$ cat src/rtl/axi_burst_master_pkg.sv
// rtl/axi_burst_master_pkg.sv - shared FSM state type, AXI constants and default AXI bus widths
`ifndef AXI_ADDR_BITS
`define AXI_ADDR_BITS 32
`endif
`ifndef AXI_DATA_BITS
`define AXI_DATA_BITS 32
`endif
`ifndef AXI_STRB_BITS
`define AXI_STRB_BITS 4
`endif
`ifndef AXI_ID_BITS
`define AXI_ID_BITS 4
`endif
`ifndef AXI_LEN_BITS
`define AXI_LEN_BITS 8
`endif

package axi_burst_master_pkg;

  typedef enum logic [2:0] {
    ST_IDLE  = 3'd0,
    ST_RADDR = 3'd1,
    ST_RDATA = 3'd2,
    ST_WADDR = 3'd3,
    ST_WDATA = 3'd4,
    ST_WRESP = 3'd5
  } state_t;

  localparam logic [1:0] BURST_INCR = 2'b01;
  localparam logic [1:0] RESP_OKAY  = 2'b00;
  localparam logic [2:0] SIZE_WORD  = 3'b010;

endpackage

$ cat src/rtl/axi_burst_master.sv
// rtl/axi_burst_master.sv - single-outstanding AXI burst master; optional sticky response error via AXI_MASTER_RESP_ERR_EN
`ifndef AXI_ADDR_BITS
`define AXI_ADDR_BITS 32
`endif
`ifndef AXI_DATA_BITS
`define AXI_DATA_BITS 32
`endif
`ifndef AXI_STRB_BITS
`define AXI_STRB_BITS 4
`endif
`ifndef AXI_ID_BITS
`define AXI_ID_BITS 4
`endif
`ifndef AXI_LEN_BITS
`define AXI_LEN_BITS 8
`endif

module axi_burst_master
  import axi_burst_master_pkg::*;
#(
  parameter int MASTER_ID = 0,
  parameter int MAX_BEATS = 4,
  parameter int LW        = (MAX_BEATS > 1) ? $clog2(MAX_BEATS) : 1
) (
  input  logic                       clk,
  input  logic                       rst,
  // CPU request side
  input  logic                       req_valid,
  output logic                       req_ready,
  input  logic                       req_we,
  input  logic [`AXI_ADDR_BITS-1:0]  req_addr,
  input  logic [LW-1:0]              req_len,
  input  logic [`AXI_STRB_BITS-1:0]  req_strb,
  output logic [LW-1:0]              wbeat_idx,
  input  logic [`AXI_DATA_BITS-1:0]  wbeat_data,
  output logic                       rbeat_valid,
  output logic [LW-1:0]              rbeat_idx,
  output logic [`AXI_DATA_BITS-1:0]  rbeat_data,
  output logic                       done,
  output logic                       busy,
  // read address channel
  output logic                       arvalid,
  input  logic                       arready,
  output logic [`AXI_ID_BITS-1:0]    arid,
  output logic [`AXI_ADDR_BITS-1:0]  araddr,
  output logic [`AXI_LEN_BITS-1:0]   arlen,
  output logic [2:0]                 arsize,
  output logic [1:0]                 arburst,
  // read data channel
  input  logic                       rvalid,
  output logic                       rready,
  input  logic [`AXI_ID_BITS-1:0]    rid,
  input  logic [`AXI_DATA_BITS-1:0]  rdata,
  input  logic [1:0]                 rresp,
  input  logic                       rlast,
  // write address channel
  output logic                       awvalid,
  input  logic                       awready,
  output logic [`AXI_ID_BITS-1:0]    awid,
  output logic [`AXI_ADDR_BITS-1:0]  awaddr,
  output logic [`AXI_LEN_BITS-1:0]   awlen,
  output logic [2:0]                 awsize,
  output logic [1:0]                 awburst,
  // write data channel
  output logic                       wvalid,
  input  logic                       wready,
  output logic [`AXI_DATA_BITS-1:0]  wdata,
  output logic [`AXI_STRB_BITS-1:0]  wstrb,
  output logic                       wlast,
  // write response channel
  input  logic                       bvalid,
  output logic                       bready,
  input  logic [`AXI_ID_BITS-1:0]    bid,
`ifdef AXI_MASTER_RESP_ERR_EN
  output logic                       err,
  input  logic                       err_clr,
`endif
  input  logic [1:0]                 bresp
);

  localparam int ID_W  = `AXI_ID_BITS;
  localparam int LEN_W = `AXI_LEN_BITS;

  state_t                     r_state;
  logic                       r_req_ready;
  logic                       r_we;
  logic [`AXI_ADDR_BITS-1:0]  r_addr;
  logic [LW-1:0]              r_len;
  logic [`AXI_STRB_BITS-1:0]  r_strb;
  logic [LW-1:0]              r_beat;
  logic                       r_arvalid;
  logic                       r_rready;
  logic                       r_awvalid;
  logic                       r_wvalid;
  logic                       r_bready;

  logic w_accept;
  logic w_ar_hs;
  logic w_r_hs;
  logic w_aw_hs;
  logic w_w_hs;
  logic w_b_hs;
  logic w_beat_last;

  assign w_accept    = req_valid & r_req_ready;
  assign w_ar_hs     = r_arvalid & arready;
  assign w_r_hs      = r_rready & rvalid;
  assign w_aw_hs     = r_awvalid & awready;
  assign w_w_hs      = r_wvalid & wready;
  assign w_b_hs      = r_bready & bvalid;
  assign w_beat_last = (r_beat == r_len);

  // Transaction FSM: owns every VALID/READY flag so none depends combinationally on req_valid
  always_ff @(posedge clk or negedge rst) begin
    if (!rst) begin
      r_state     <= ST_IDLE;
      r_req_ready <= 1'b0;
      r_we        <= 1'b0;
      r_addr      <= '0;
      r_len       <= '0;
      r_strb      <= '0;
      r_beat      <= '0;
      r_arvalid   <= 1'b0;
      r_rready    <= 1'b0;
      r_awvalid   <= 1'b0;
      r_wvalid    <= 1'b0;
      r_bready    <= 1'b0;
    end else begin
      case (r_state)
        ST_IDLE: begin
          // The first idle cycle after reset release only arms req_ready
          r_req_ready <= 1'b1;
          if (w_accept) begin
            r_req_ready <= 1'b0;
            r_we        <= req_we;
            r_addr      <= req_addr;
            r_len       <= req_len;
            r_strb      <= req_strb;
            r_beat      <= '0;
            if (req_we) begin
              r_state   <= ST_WADDR;
              r_awvalid <= 1'b1;
            end else begin
              r_state   <= ST_RADDR;
              r_arvalid <= 1'b1;
            end
          end
        end
        ST_RADDR: begin
          if (w_ar_hs) begin
            r_arvalid <= 1'b0;
            r_rready  <= 1'b1;
            r_state   <= ST_RDATA;
          end
        end
        ST_RDATA: begin
          if (w_r_hs) begin
            if (rlast) begin
              // The slave's RLAST ends the burst even if fewer or more beats arrived
              r_rready    <= 1'b0;
              r_beat      <= '0;
              r_req_ready <= 1'b1;
              r_state     <= ST_IDLE;
            end else if (!w_beat_last) begin
              r_beat <= r_beat + 1'b1;
            end
          end
        end
        ST_WADDR: begin
          if (w_aw_hs) begin
            r_awvalid <= 1'b0;
            r_wvalid  <= 1'b1;
            r_state   <= ST_WDATA;
          end
        end
        ST_WDATA: begin
          if (w_w_hs) begin
            if (w_beat_last) begin
              r_wvalid <= 1'b0;
              r_bready <= 1'b1;
              r_beat   <= '0;
              r_state  <= ST_WRESP;
            end else begin
              r_beat <= r_beat + 1'b1;
            end
          end
        end
        ST_WRESP: begin
          if (w_b_hs) begin
            r_bready    <= 1'b0;
            r_req_ready <= 1'b1;
            r_state     <= ST_IDLE;
          end
        end
        default: begin
          r_state     <= ST_IDLE;
          r_req_ready <= 1'b0;
          r_arvalid   <= 1'b0;
          r_rready    <= 1'b0;
          r_awvalid   <= 1'b0;
          r_wvalid    <= 1'b0;
          r_bready    <= 1'b0;
        end
      endcase
    end
  end

  // CPU side: busy is decoded from state so it stays low during and just after reset
  assign req_ready   = r_req_ready;
  assign busy        = (r_state != ST_IDLE);
  assign done        = r_we ? w_b_hs : (w_r_hs & rlast);
  assign wbeat_idx   = r_beat;
  assign rbeat_valid = w_r_hs;
  assign rbeat_idx   = r_beat;
  assign rbeat_data  = rdata;

  // Address channels share the latched request payload
  assign arvalid = r_arvalid;
  assign arid    = ID_W'(MASTER_ID);
  assign araddr  = r_addr;
  assign arlen   = {{(LEN_W-LW){1'b0}}, r_len};
  assign arsize  = SIZE_WORD;
  assign arburst = BURST_INCR;
  assign rready  = r_rready;

  assign awvalid = r_awvalid;
  assign awid    = ID_W'(MASTER_ID);
  assign awaddr  = r_addr;
  assign awlen   = {{(LEN_W-LW){1'b0}}, r_len};
  assign awsize  = SIZE_WORD;
  assign awburst = BURST_INCR;

  // Write data is passed straight through from the CPU for the requested beat
  assign wvalid = r_wvalid;
  assign wdata  = wbeat_data;
  assign wstrb  = r_strb;
  assign wlast  = r_wvalid & w_beat_last;
  assign bready = r_bready;

`ifdef AXI_MASTER_RESP_ERR_EN
  logic r_err;
  logic w_err_set;
  logic w_unused_ids;

  assign w_err_set    = (w_r_hs & (rresp != RESP_OKAY)) | (w_b_hs & (bresp != RESP_OKAY));
  assign w_unused_ids = ^{rid, bid};

  // Sticky error flag; a new error in the same cycle as a clear keeps it set
  always_ff @(posedge clk or negedge rst) begin
    if (!rst) begin
      r_err <= 1'b0;
    end else if (w_err_set) begin
      r_err <= 1'b1;
    end else if (err_clr) begin
      r_err <= 1'b0;
    end
  end

  assign err = r_err;
`else
  logic w_unused_resp;
  assign w_unused_resp = ^{rid, bid, rresp, bresp};
`endif

endmodule
$ cat config.mk
export PLATFORM = sky130hd
export DESIGN_NAME = axi_burst_master
export DESIGN_NICKNAME = d
export VERILOG_FILES = /design/src/rtl/axi_burst_master_pkg.sv /design/src/rtl/axi_burst_master.sv
export SDC_FILE = /design/constraint.sdc
export NUM_CORES = 1
export LEC_CHECK = 0
export ABC_AREA = 1
export CAP_MARGIN = 25
export CORE_AREA = 2 2 119 121
export DETAILED_ROUTE_END_ITERATION = 6
export DIE_AREA = 0 0 121 123
export HOLD_SLACK_MARGIN = 0.1
export MAX_ROUTING_LAYER = met4
export PLACE_DENSITY = 0.71
export SLEW_MARGIN = 40
export SYNTH_ARGS = -nofsm -noshare
export SYNTH_HDL_FRONTEND = slang
export SYNTH_SLANG_ARGS = --single-unit
$ cat constraint.sdc
create_clock -name clk -period 1.3 [get_ports clk]
set_clock_uncertainty 0.2 [all_clocks]
set_input_delay 0.13 -clock clk [delete_from_list [all_inputs] [get_ports clk]]
set_output_delay 0.13 -clock clk [all_outputs]
set_load 0.02 [all_outputs]
==> summary.txt, run 1 <==
Status
  – Status: finished with violations
  – Failing checks: negative setup slack

Synth
  – Sequential area share after synthesis: 37.79%
  – Mean area per synthesized cell: 7.827 µm²
  – Synth Cell Area: 3311 µm²
  – Top-area cell type share of the netlist area: about 38%
  – Gate Count Post-Synth: 423
  – Top post-synthesis cells by area: dfrtp_1 (38%), buf_4 (31%), nand2_1 (18%)
  – Synth unique cells: 20
  – Predominant post-synthesis flop cell: dfrtp_1
  – Number of flops mapped to enable cells by yosys: 0
  – Total number of yosys warnings: 0
  – Synth area leader: dfrtp_1
  – Fraction of registers with async set/reset: 100.0%
  – Yosys reg bits: 50

STA
  – Total Neg Setup Slack: -15.37 ns
  – Final Setup Violations: 63
  – Period utilisation layout: 125.5%
  – Fmax: 0.6127 GHz
  – Final min period: about 1.6 ns
  – Slew Limit Fails: 0
  – Unrepaired setup endpoints after global routing: true
  – Hold Fails Final Rpt: 0
  – Final WS setup: -0.3321 ns

Routing
  – Post-DRT Antenna Nets: 0
  – Final wirelength: 11620 µm
  – Pre-antenna DRT Iters: 4
  – Post-DR vias/cell: 4.080
  – Drt initial violations: 110
  – DR DRC count: 0
  – Routed wire per std cell: between 15 and 20 µm
  – Via count: 3117

Layout
  – Area growth from synthesis to layout: 66.48%
  – Fillers: 1406
  – Fin util: 40.49%
  – Layout cells sized above 1: 43.15%
  – Nets: between 700 and 800
  – Ant. Diodes: 0

Worst setup path
  – Crit-path max cell delay: 0.42 ns
  – Max Fanout on Critical Path: 6
  – Worst setup path start: r_state[0]
  – Critical Setup Path Class: flip-flop to flip-flop
  – Cells along the critical path: nor2_4 -> nand2_4 -> nor2_8 -> buf_12 -> buf_12 -> inv_8 -> nand2_2 -> nand2_1
  – Critical-path top delay cell: dfrtp_1
  – WP buf/inv: 3
  – R2R Path Start: r_state[0]
  – Startpoint types: flip-flop
  – CP arrival: 1.62 ns
  – Setup crit end kind: flip-flop
  – WP data required: 1.29 ns
  – CP top delay family: simple AND/OR/NAND/NOR gates
  – Most used cell, CP: buf_12

Global route
  – Tot GR Track Use: 12.81%
  – First-pass GRT wire length: 14520 µm
  – Vias in the first global route: 2859
  – Initial antenna violation count: 0
  – Grt total ovfl: 0
  – Pin count of the biggest net entering global routing: 37

Floorplanning
  – Die area: approximately 15000 µm²
  – Core Region: 13610 µm²
  – Die outline width: 121 µm
  – Initial Util: between 20% and 30%
  – IO Count: around 300
  – Rows: 43
  – Die Y: 123 µm

Clocking
  – CTS tree: yes
  – Worst skew pair latency: roughly 0.30 ns
  – Clock Sinks: 50
  – Clk root buf: clkbuf_16
  – Max Root-Sink Buffers: 2
  – Clock buffer count from CTS: 5
  – CTS H-tree depth: 2
  – CTS clk-pin slew, worst paths: 0.07 ns

Placement
  – Port Buf Inserts: 133
  – DP HPWL: 6636 µm
  – Final estimated routing congestion in global placement: 0.8603

Min path
  – Hold Path Origin: req_strb[0]
  – HP Class: primary input to flip-flop

Run
  – Max cap viols: 0

Power
  – Design Power: ~12 mW
  – Worst VDD drop: 1.049 mV
  – Leak: 2.822 nW
  – Pwr Density: 2232 nW/µm²
## what timing repair did
item,CTS,global route
buffers inserted,11,12
pin swaps,14,18
cloned,0,11
endpoints found under the hold margin,114,0
hold buffers,65,0
resized for setup,395,103
setup endpoints to repair,136,94
## stage by stage
step / hold WS [ns] / cells / cell area, µm² / setup WS, ns
finish: 0.1635 / 764 / 5512 / -0.3321
global placement: -0.04761 / 662 / 4244 / -0.5297
floorplan: -0.3656 / 451 / 3448 / -0.2264
CTS: 0.1485 / 746 / 5214 / -0.2606
global route: 0.1602 / 764 / 5512 / -0.4213
detailed placement: -0.03542 / 662 / 4244 / -0.5243
## placed cells by master (no fill, tap or decap)
master           instances
xor2_1                   1
nor2_1                   2
nand2_1                107
dfrtp_1                 45
buf_2                   68
inv_8                    2
inv_2                    8
ha_4                     1
dlygate4sd3_1           65
nand3_1                 13
nor2_2                   3
o21ai_1                  6
clkdlybuf4s50_1         46
inv_1                    8
inv_12                   2
nand3_4                  2
clkbuf_8                 1
o21ai_0                  3
nand4_1                  6
buf_6                   33
buf_12                   4
nand2_2                 43
nand2_4                 10
inv_4                    3
buf_4                   34
nor2_4                   4
nor2_8                   1
nand3_2                  5
o21ai_2                  3
conb_1                  30
dfrtp_2                  5
a21oi_4                  1
bufinv_16                2
clkinv_16                2
and3_4                   1
clkdlybuf4s15_2          4
clkbuf_16               10
## cells by family (layout without fill, tap and decap cells)
kind of cell	after synthesis	after routing	share of synthesized area [%]
AOI/OAI and AO/OA	13	13	2.079
buffers and inverters	159	292	34.24
other	2	30	0.2268
and+or+nand+nor	197	197	25.02
adders and majority gates	1	1	0.3779
xor gates and xnor gates	1	1	0.2646
DFF	50	50	37.79
## worst paths after layout
path                       depth (start not counted)  slack, ns         end
setup reg to reg                                   8      -0.33  araddr[28]
max in group asynchronous                          3       0.43   req_ready
hold / removal                                     3       0.16    wstrb[0]
setup / recovery                                   8      -0.33  araddr[28]
hold reg to reg                                    2       0.27    wstrb[3]
min in group asynchronous                          3       0.18  araddr[25]
## sequential cells by signal, indices dropped and copies added (netlist names)
register / flops
r_len: 2
req_ready: 1
awvalid: 1
arvalid: 1
araddr: 32
wvalid: 1
rbeat_idx: 2
r_state: 3
rready: 1
wstrb: 4
r_we: 1
bready: 1
## where the power goes
group / leakage [nW] / switching [mW] / internal (mW)
clock: 0.0971 / 0.618 / 1.16
sequential: 0.630 / 0.587 / 2.24
combinational: 2.09 / 4.44 / 3.26
## worst min-delay path, delay by kind of cell
kind	cells	cell delay (ns)
buffers and inverters	1	0.39
AND/OR/NAND/NOR	2	0.10
## layer usage
layer,GRT usage (%),routed length [µm],part of all wire [%]
met2,22.44,6058,52
met3,2.629,776,6.7
met5,-,0,0
met1,14.74,4676,40
met4,3.997,109,0.94
## Yosys cell counts (all sizes together) (2+ instances only)
library cell,number
conb,2
nor2,10
o21ai,12
dfrtp,50
buf,139
nand4,6
inv,20
nand2,160
nand3,20
## area by class of cell
| class | instances | area (µm²) | share of cell area [%] |
|---|---|---|---|
| Tap cell | 180 | 225.2 | 4.086 |
| Timing Repair inverter | 5 | 85.08 | 1.544 |
| Clock inverter | 2 | 60.06 | 1.090 |
| Clock buffer | 6 | 138.9 | 2.520 |
| Inverter | 20 | 108.9 | 1.975 |
| Multi-Input combinational cell | 242 | 1308 | 23.72 |
| Timing Repair Buffer | 259 | 2328 | 42.25 |
| Sequential cell | 50 | 1257 | 22.82 |
No activity file was read; power rests on OpenSTA's default activity.
==> run 2: changes to the inputs <==
--- a/config.mk
+++ b/config.mk
@@ -12,7 +12,7 @@
 export DIE_AREA = 0 0 121 123
 export HOLD_SLACK_MARGIN = 0.1
 export MAX_ROUTING_LAYER = met4
-export PLACE_DENSITY = 0.71
+export PLACE_DENSITY = 0.69
 export SLEW_MARGIN = 40
 export SYNTH_ARGS = -nofsm -noshare
 export SYNTH_HDL_FRONTEND = slang
==> summary.txt, run 2 (synthesized netlist as in run 1, its figures left out) <==
Layout
  – Largest register FFs: 32 (unchanged)
  – Ant. Diodes: 0 (unchanged)
  – Layout cells sized above 1: 40.00% (-3.2 points)
  – Commonest non-fill, non-tap cell in the layout: nand2_1
  – Non-Filler Instances: 755 (-1.2%)
  – Commonest non-fill, non-tap cells in the layout: nand2_1 (123), dlygate4sd3_1 (65), buf_2 (64), clkdlybuf4s50_1 (46), dfrtp_1 (45)
  – Nets: 699 (-1.3%)
  – Area growth from synthesis to layout: 61.64%
  – Design Area, Final: 5351 µm² (-2.9%)

Worst setup path
  – Worst setup path start: r_state[0]
  – Critical-path top delay cell: dfrtp_1
  – CP top delay family: simple AND/OR/NAND/NOR gates
  – CP arrival: 1.69 ns (+0.07 ns)
  – Critical Setup Path Class: flip-flop to flip-flop
  – Crit-path max cell delay: 0.42 ns (about the same)
  – R2R setup slack: -0.35 ns (-0.02 ns)
  – WP data required: 1.33 ns (+0.04 ns)
  – R2R cell count: 7 (-1)
  – Startpoint types: flip-flop
  – Max Fanout on Critical Path: 6 (unchanged)
  – Worst Setup EP: araddr[5]
  – R2R Path Start: r_state[0]
  – Cells along the critical path: nor2_4 -> nand2_4 -> nor2_8 -> buf_12 -> buf_8 -> nand2_2 -> nand2_1
  – Setup crit end kind: flip-flop
  – FF-to-FF End: araddr[5]
  – Critical path depth: 7 (-1)
  – WP buf/inv: 2 (-1)

STA
  – Period utilisation layout: 127.2% (+1.7 points)
  – Unrepaired setup endpoints after global routing: true
  – Fmax: 0.6046 GHz (-1.3%)
  – Hold Fails Final Rpt: 0 (unchanged)
  – Slew Limit Fails: 0 (unchanged)
  – Final WS setup: -0.3540 ns (-0.02182 ns)
  – Final min period: 1.654 ns (+0.02182 ns)
  – Final Setup Violations: 62 (-1.6%)

Routing
  – DR DRC count: 0 (unchanged)
  – Post-DR vias/cell: 3.987 (-2.3%)
  – Via count: 3010 (-3.4%)
  – Post-DRT Antenna Nets: 0 (unchanged)
  – Routed wire per std cell: 13.86 µm (-8.9%)
  – Final wirelength: 10470 µm (-9.9%)
  – Pre-antenna DRT Iters: 4 (unchanged)
  – Drt initial violations: 91 (-17%)

Floorplanning
  – Initial Util: 24.32% (unchanged)
  – Die area: 14880 µm² (unchanged)
  – Die Y: 123 µm (unchanged)
  – Rows: 43 (unchanged)
  – Die outline width: 121 µm (unchanged)
  – IO Count: 304 (unchanged)
  – Core Region: 13610 µm² (unchanged)

Clocking
  – CTS clk-pin slew, worst paths: 0.07 ns (about the same)
  – CTS H-tree depth: 2 (unchanged)
  – Worst skew pair latency: 0.29 ns (about the same)
  – CTS tree: yes
  – Max Root-Sink Buffers: 2 (unchanged)
  – Clock Sinks: 50 (unchanged)
  – Clock buffer count from CTS: 5 (unchanged)
  – Clk root buf: clkbuf_16

Placement
  – Final estimated routing congestion in global placement: 0.8932 (+3.8%)
  – # placed instances: 661 (-0.15%)
  – DP HPWL: 6367 µm (-4.1%)
  – Port Buf Inserts: 133 (unchanged)
  – Placed cell area: 4249 µm² (+0.12%)

Global route
  – Pin count of the biggest net entering global routing: 51 (+38%)
  – Initial antenna violation count: 0 (unchanged)
  – Tot GR Track Use: 12.68% (-0.13 points)
  – Vias in the first global route: 2718 (-4.9%)
  – Grt total ovfl: 0 (unchanged)
  – First-pass GRT wire length: 14210 µm (-2.2%)

Power
  – Design Power: 11.75 mW (-4.5%)
  – Pwr Density: 2196 nW/µm² (-1.6%)
  – Worst VDD drop: 1.044 mV (-0.46%)
  – Leak: 2.763 nW (-2.1%)

Min path
  – HP Class: primary input to async pin

Status
  – Status: finished with violations
  – Failing checks: negative setup slack

Run
  – Max cap viols: 0 (unchanged)
-- run 2: cell types whose count changed in the layout (fill, tap and decap cells not counted), moves of 3 or more --
| cell | change |
|---|---|
| clkdlybuf4s15_2 | +4 |
| buf_2 | -4 |
| nand2_1 | +16 |
| nand3_1 | -5 |
| buf_6 | -6 |
| nand3_2 | +3 |
| nand2_2 | -16 |
-- run 2: tightest hold or removal path, stage by stage --
cell and delay [ns]:
dlygate4sd3_1 0.52, buf_2 0.12, buf_12 0.26
-- run 2: worst min path at each step --
stage / startpoint / endpoint / slack, ns / cells after the start
2_1_floorplan: rst / araddr[0] / -0.37 / 0
3_3_place_gp: rst / araddr[24] / -0.05 / 2
3_5_place_dp: rst / araddr[24] / -0.05 / 2
4_1_cts: req_addr[19] / araddr[19] / 0.16 / 3
5_1_grt: req_addr[14] / araddr[14] / 0.17 / 3
6_report: rst / araddr[18] / 0.16 / 3
-- run 2: stage by stage --
stage / worst slack [ns] / util (%) / hold slack [ns] / TNS, ns
final: -0.3540 / 39.31 / 0.1597 / -16.05
after global routing: -0.4133 / 39.31 / 0.1731 / -20.13
after CTS: -0.2890 / 38.17 / 0.1561 / -13.00
after detailed placement: -0.5284 / 31.22 / -0.04889 / -19.10
after global placement: -0.5120 / 31.22 / -0.05499 / -18.41
after floorplan: -0.2264 / - / -0.3656 / -9.483
-- run 2: layer usage --
metal	routed length [µm]	track usage, %
met1	4178	15.45
met2	5369	21.21
met3	820	2.814
met4	95	3.488
met5	0	-
-- run 2: power breakdown --
part | internal (mW) | switching, mW
sequential | 2.24 | 0.537
combinational | 3.12 | 4.34
clock | 0.910 | 0.596
total | 6.28 | 5.47
-- run 2: layout make-up --
type                       instances  area (µm²)
sequential                        50        1257
multi-input combinational        242        1300
timing repair buffer             252        2251
inverter                          20       108.9
tap                              180       225.2
clock inverter                     2       37.54
clock buffer                       6       128.9
fill                            1411        8260
timing repair inverter             3       42.54
-- run 2: timing repair --
item                       CTS  global route
hold buffers                65             0
cloned                       1             5
hold endpoints to repair   114             0
buffers inserted             7            11
resized for setup          376            98
pin swaps                   13            38
setup endpoints to repair  136           101
==> run 3: changes to the inputs <==
--- a/config.mk
+++ b/config.mk
@@ -7,9 +7,9 @@
 export LEC_CHECK = 0
 export ABC_AREA = 1
 export CAP_MARGIN = 25
-export CORE_AREA = 2 2 119 121
+export CORE_AREA = 2 2 116 118
 export DETAILED_ROUTE_END_ITERATION = 6
-export DIE_AREA = 0 0 121 123
+export DIE_AREA = 0 0 118 120
 export HOLD_SLACK_MARGIN = 0.1
 export MAX_ROUTING_LAYER = met4
 export PLACE_DENSITY = 0.69
==> constraint.sdc (replaced) <==
create_clock -name clk -period 1.7 [get_ports clk]
set_clock_uncertainty 0.2 [all_clocks]
set_input_delay 0.17 -clock clk [delete_from_list [all_inputs] [get_ports clk]]
set_output_delay 0.17 -clock clk [all_outputs]
set_load 0.02 [all_outputs]
==> summary.txt, run 3 (synthesized netlist as in run 1, its figures left out) <==
Layout
  – Ant. Diodes: 0 (unchanged)
  – Area growth from synthesis to layout: 32.88%
  – Commonest non-fill, non-tap cell in the layout: nand2_1
  – Nets: 611 (-13%)
  – Non-Filler Instances: 662 (-12%)
  – Design Area, Final: 4399 µm² (-18%)
  – Commonest non-fill, non-tap cells in the layout: nand2_1 (155), clkdlybuf4s50_1 (88), dfrtp_1 (49), conb_1 (30), buf_4 (28)
  – Largest register FFs: 32 (unchanged)
  – Fin util: 33.89% (-5.4 points)
  – Layout cells sized above 1: 13.17% (-27 points)

Routing
  – Drt initial violations: 86 (-5.5%)
  – Final wirelength: 8365 µm (-20%)
  – Post-DR vias/cell: 4.008 (+0.52%)
  – Via count: 2653 (-12%)
  – Routed wire per std cell: 12.64 µm (-8.8%)
  – DR DRC count: 0 (unchanged)
  – Pre-antenna DRT Iters: 4 (unchanged)
  – Post-DRT Antenna Nets: 0 (unchanged)

Floorplanning
  – IO Count: 304 (unchanged)
  – Rows: 42 (-2.3%)
  – Initial Util: 25.51% (+1.2 points)
  – Die outline width: 118 µm (-2.5%)
  – Core Region: 12980 µm² (-4.6%)
  – Die area: 14160 µm² (-4.9%)
  – Die Y: 120 µm (-2.4%)

STA
  – Final min period: 1.670 ns
  – Unrepaired setup endpoints after global routing: true
  – Fmax: 0.5989 GHz
  – Total Neg Setup Slack: 0 ns (+16.05 ns)
  – Hold Fails Final Rpt: 0 (unchanged)
  – Period utilisation layout: between 90 and 100%
  – Slew Limit Fails: 0 (unchanged)
  – Hold slack final: 0.1400 ns (-0.01968 ns)
  – Final Setup Violations: 0 (-100%)
  – Final WS setup: 0.03040 ns (+0.3844 ns)

Placement
  – Final estimated routing congestion in global placement: 0.8599 (-3.7%)
  – Placed cell area: 4131 µm² (-2.8%)
  – Post-Place Setup Slack: -0.1907 ns (+0.3377 ns)
  – # placed instances: 648 (-2.0%)
  – DP HPWL: 6419 µm (+0.81%)
  – Port Buf Inserts: 133 (unchanged)

Min path
  – HP Class: primary input to output pin

Worst setup path
  – WP data required: 1.33 ns (about the same)
  – CP arrival: 1.30 ns (-0.39 ns)
  – Critical-path top delay cell: clkdlybuf4s50_1
  – Startpoint types: flip-flop
  – Crit-path max cell delay: 0.62 ns (+0.20 ns)
  – Critical Setup Path Class: flip-flop to output pin
  – WP buf/inv: 1 (-1)
  – Max Fanout on Critical Path: 3 (-3)
  – CP top delay family: buffers and inverters
  – Cells along the critical path: clkdlybuf4s50_1
  – R2R setup slack: 0.09 ns (+0.44 ns)
  – Setup crit end kind: output pin

Clocking
  – CTS tree: yes
  – Clock buffer count from CTS: 5 (unchanged)
  – Max Root-Sink Buffers: 2 (unchanged)
  – Worst skew pair latency: 0.29 ns (about the same)
  – CTS H-tree depth: 2 (unchanged)
  – Clock Sinks: 50 (unchanged)
  – CTS clk-pin slew, worst paths: 0.06 ns (about the same)
  – Clk root buf: clkbuf_16

Power
  – Leak: 2.495 nW (-9.7%)
  – Pwr Density: 1819 nW/µm² (-17%)
  – Worst VDD drop: 0.6306 mV (-40%)
  – Design Power: 8.000 mW (-32%)

Global route
  – Grt total ovfl: 0 (unchanged)
  – Vias in the first global route: 2629 (-3.3%)
  – Initial antenna violation count: 0 (unchanged)
  – Pin count of the biggest net entering global routing: 51 (unchanged)
  – First-pass GRT wire length: 13160 µm (-7.4%)
  – Tot GR Track Use: 11.90% (-0.77 points)

Run
  – Max cap viols: 0 (unchanged)

Status
  – Status: finished clean
run 3: cell types whose count changed in the layout (fill, tap and decap cells not counted), sizes merged, moves of 2 or more:
cell           delta
dlymetal6s2s     +21
clkdlybuf4s50    +42
inv               -2
dlygate4sd3      -64
buf              -95
dlygate4sd2      +20
clkdlybuf4s15     -8
clkbuf            -2
run 3: power by group:
| group | total [mW] | leakage [nW] | internal, mW | switching, mW |
|---|---|---|---|---|
| Clock | 0.977 | 0.0619 | 0.537 | 0.440 |
| Combinational | 4.90 | 1.80 | 2.18 | 2.71 |
| Sequential | 2.13 | 0.636 | 1.71 | 0.417 |
| Total | 8.00 | 2.50 | 4.43 | 3.57 |
run 3: area by class of cell:
class / instances / area, µm²
repair buffers: 167 / 1653
multi-input cells: 242 / 1056
inverters: 20 / 77.57
flip-flops and latches: 50 / 1252
fillers: 1370 / 8581
clock buffers: 5 / 125.1
well taps: 176 / 220.2
clock inverters: 2 / 15.01
run 3: path summary, 6_finish.rpt:
check,start,depth (start not counted),endpoint
min in group asynchronous,rst,3,araddr[19]
min reg2reg,wstrb[3],2,wstrb[3]
max reg2reg,r_state[0],7,araddr[19]
max in group asynchronous,rst,3,r_state[0]
max,araddr[10],1,awaddr[10]
min,rdata[1],0,rbeat_data[1]
run 3: per-layer routing:
metal  vias up  wire (µm)  GRT usage [%]
met4         0        285          5.798
met1      1194       3207          12.11
li1       1264          -              -
met2       161       4013          19.84
met5         -          0              -
met3        34        859          5.038
run 3: worst reg2reg max path: cells and delay by family (launching register included):
kind,cells,cell delay [ns]
buffers and inverters,2,0.25
flip-flops,1,0.45
AND/OR/NAND/NOR,5,0.60
run 3: timing repair:
item                                    in CTS  in global routing
endpoints found under the setup margin      27                 35
pin swaps                                    1                  8
gates cloned                                 0                  1
endpoints found under the hold margin       50                  0
hold buffers                                 1                  0
setup buffers                                0                  5
resized for setup                           29                 40
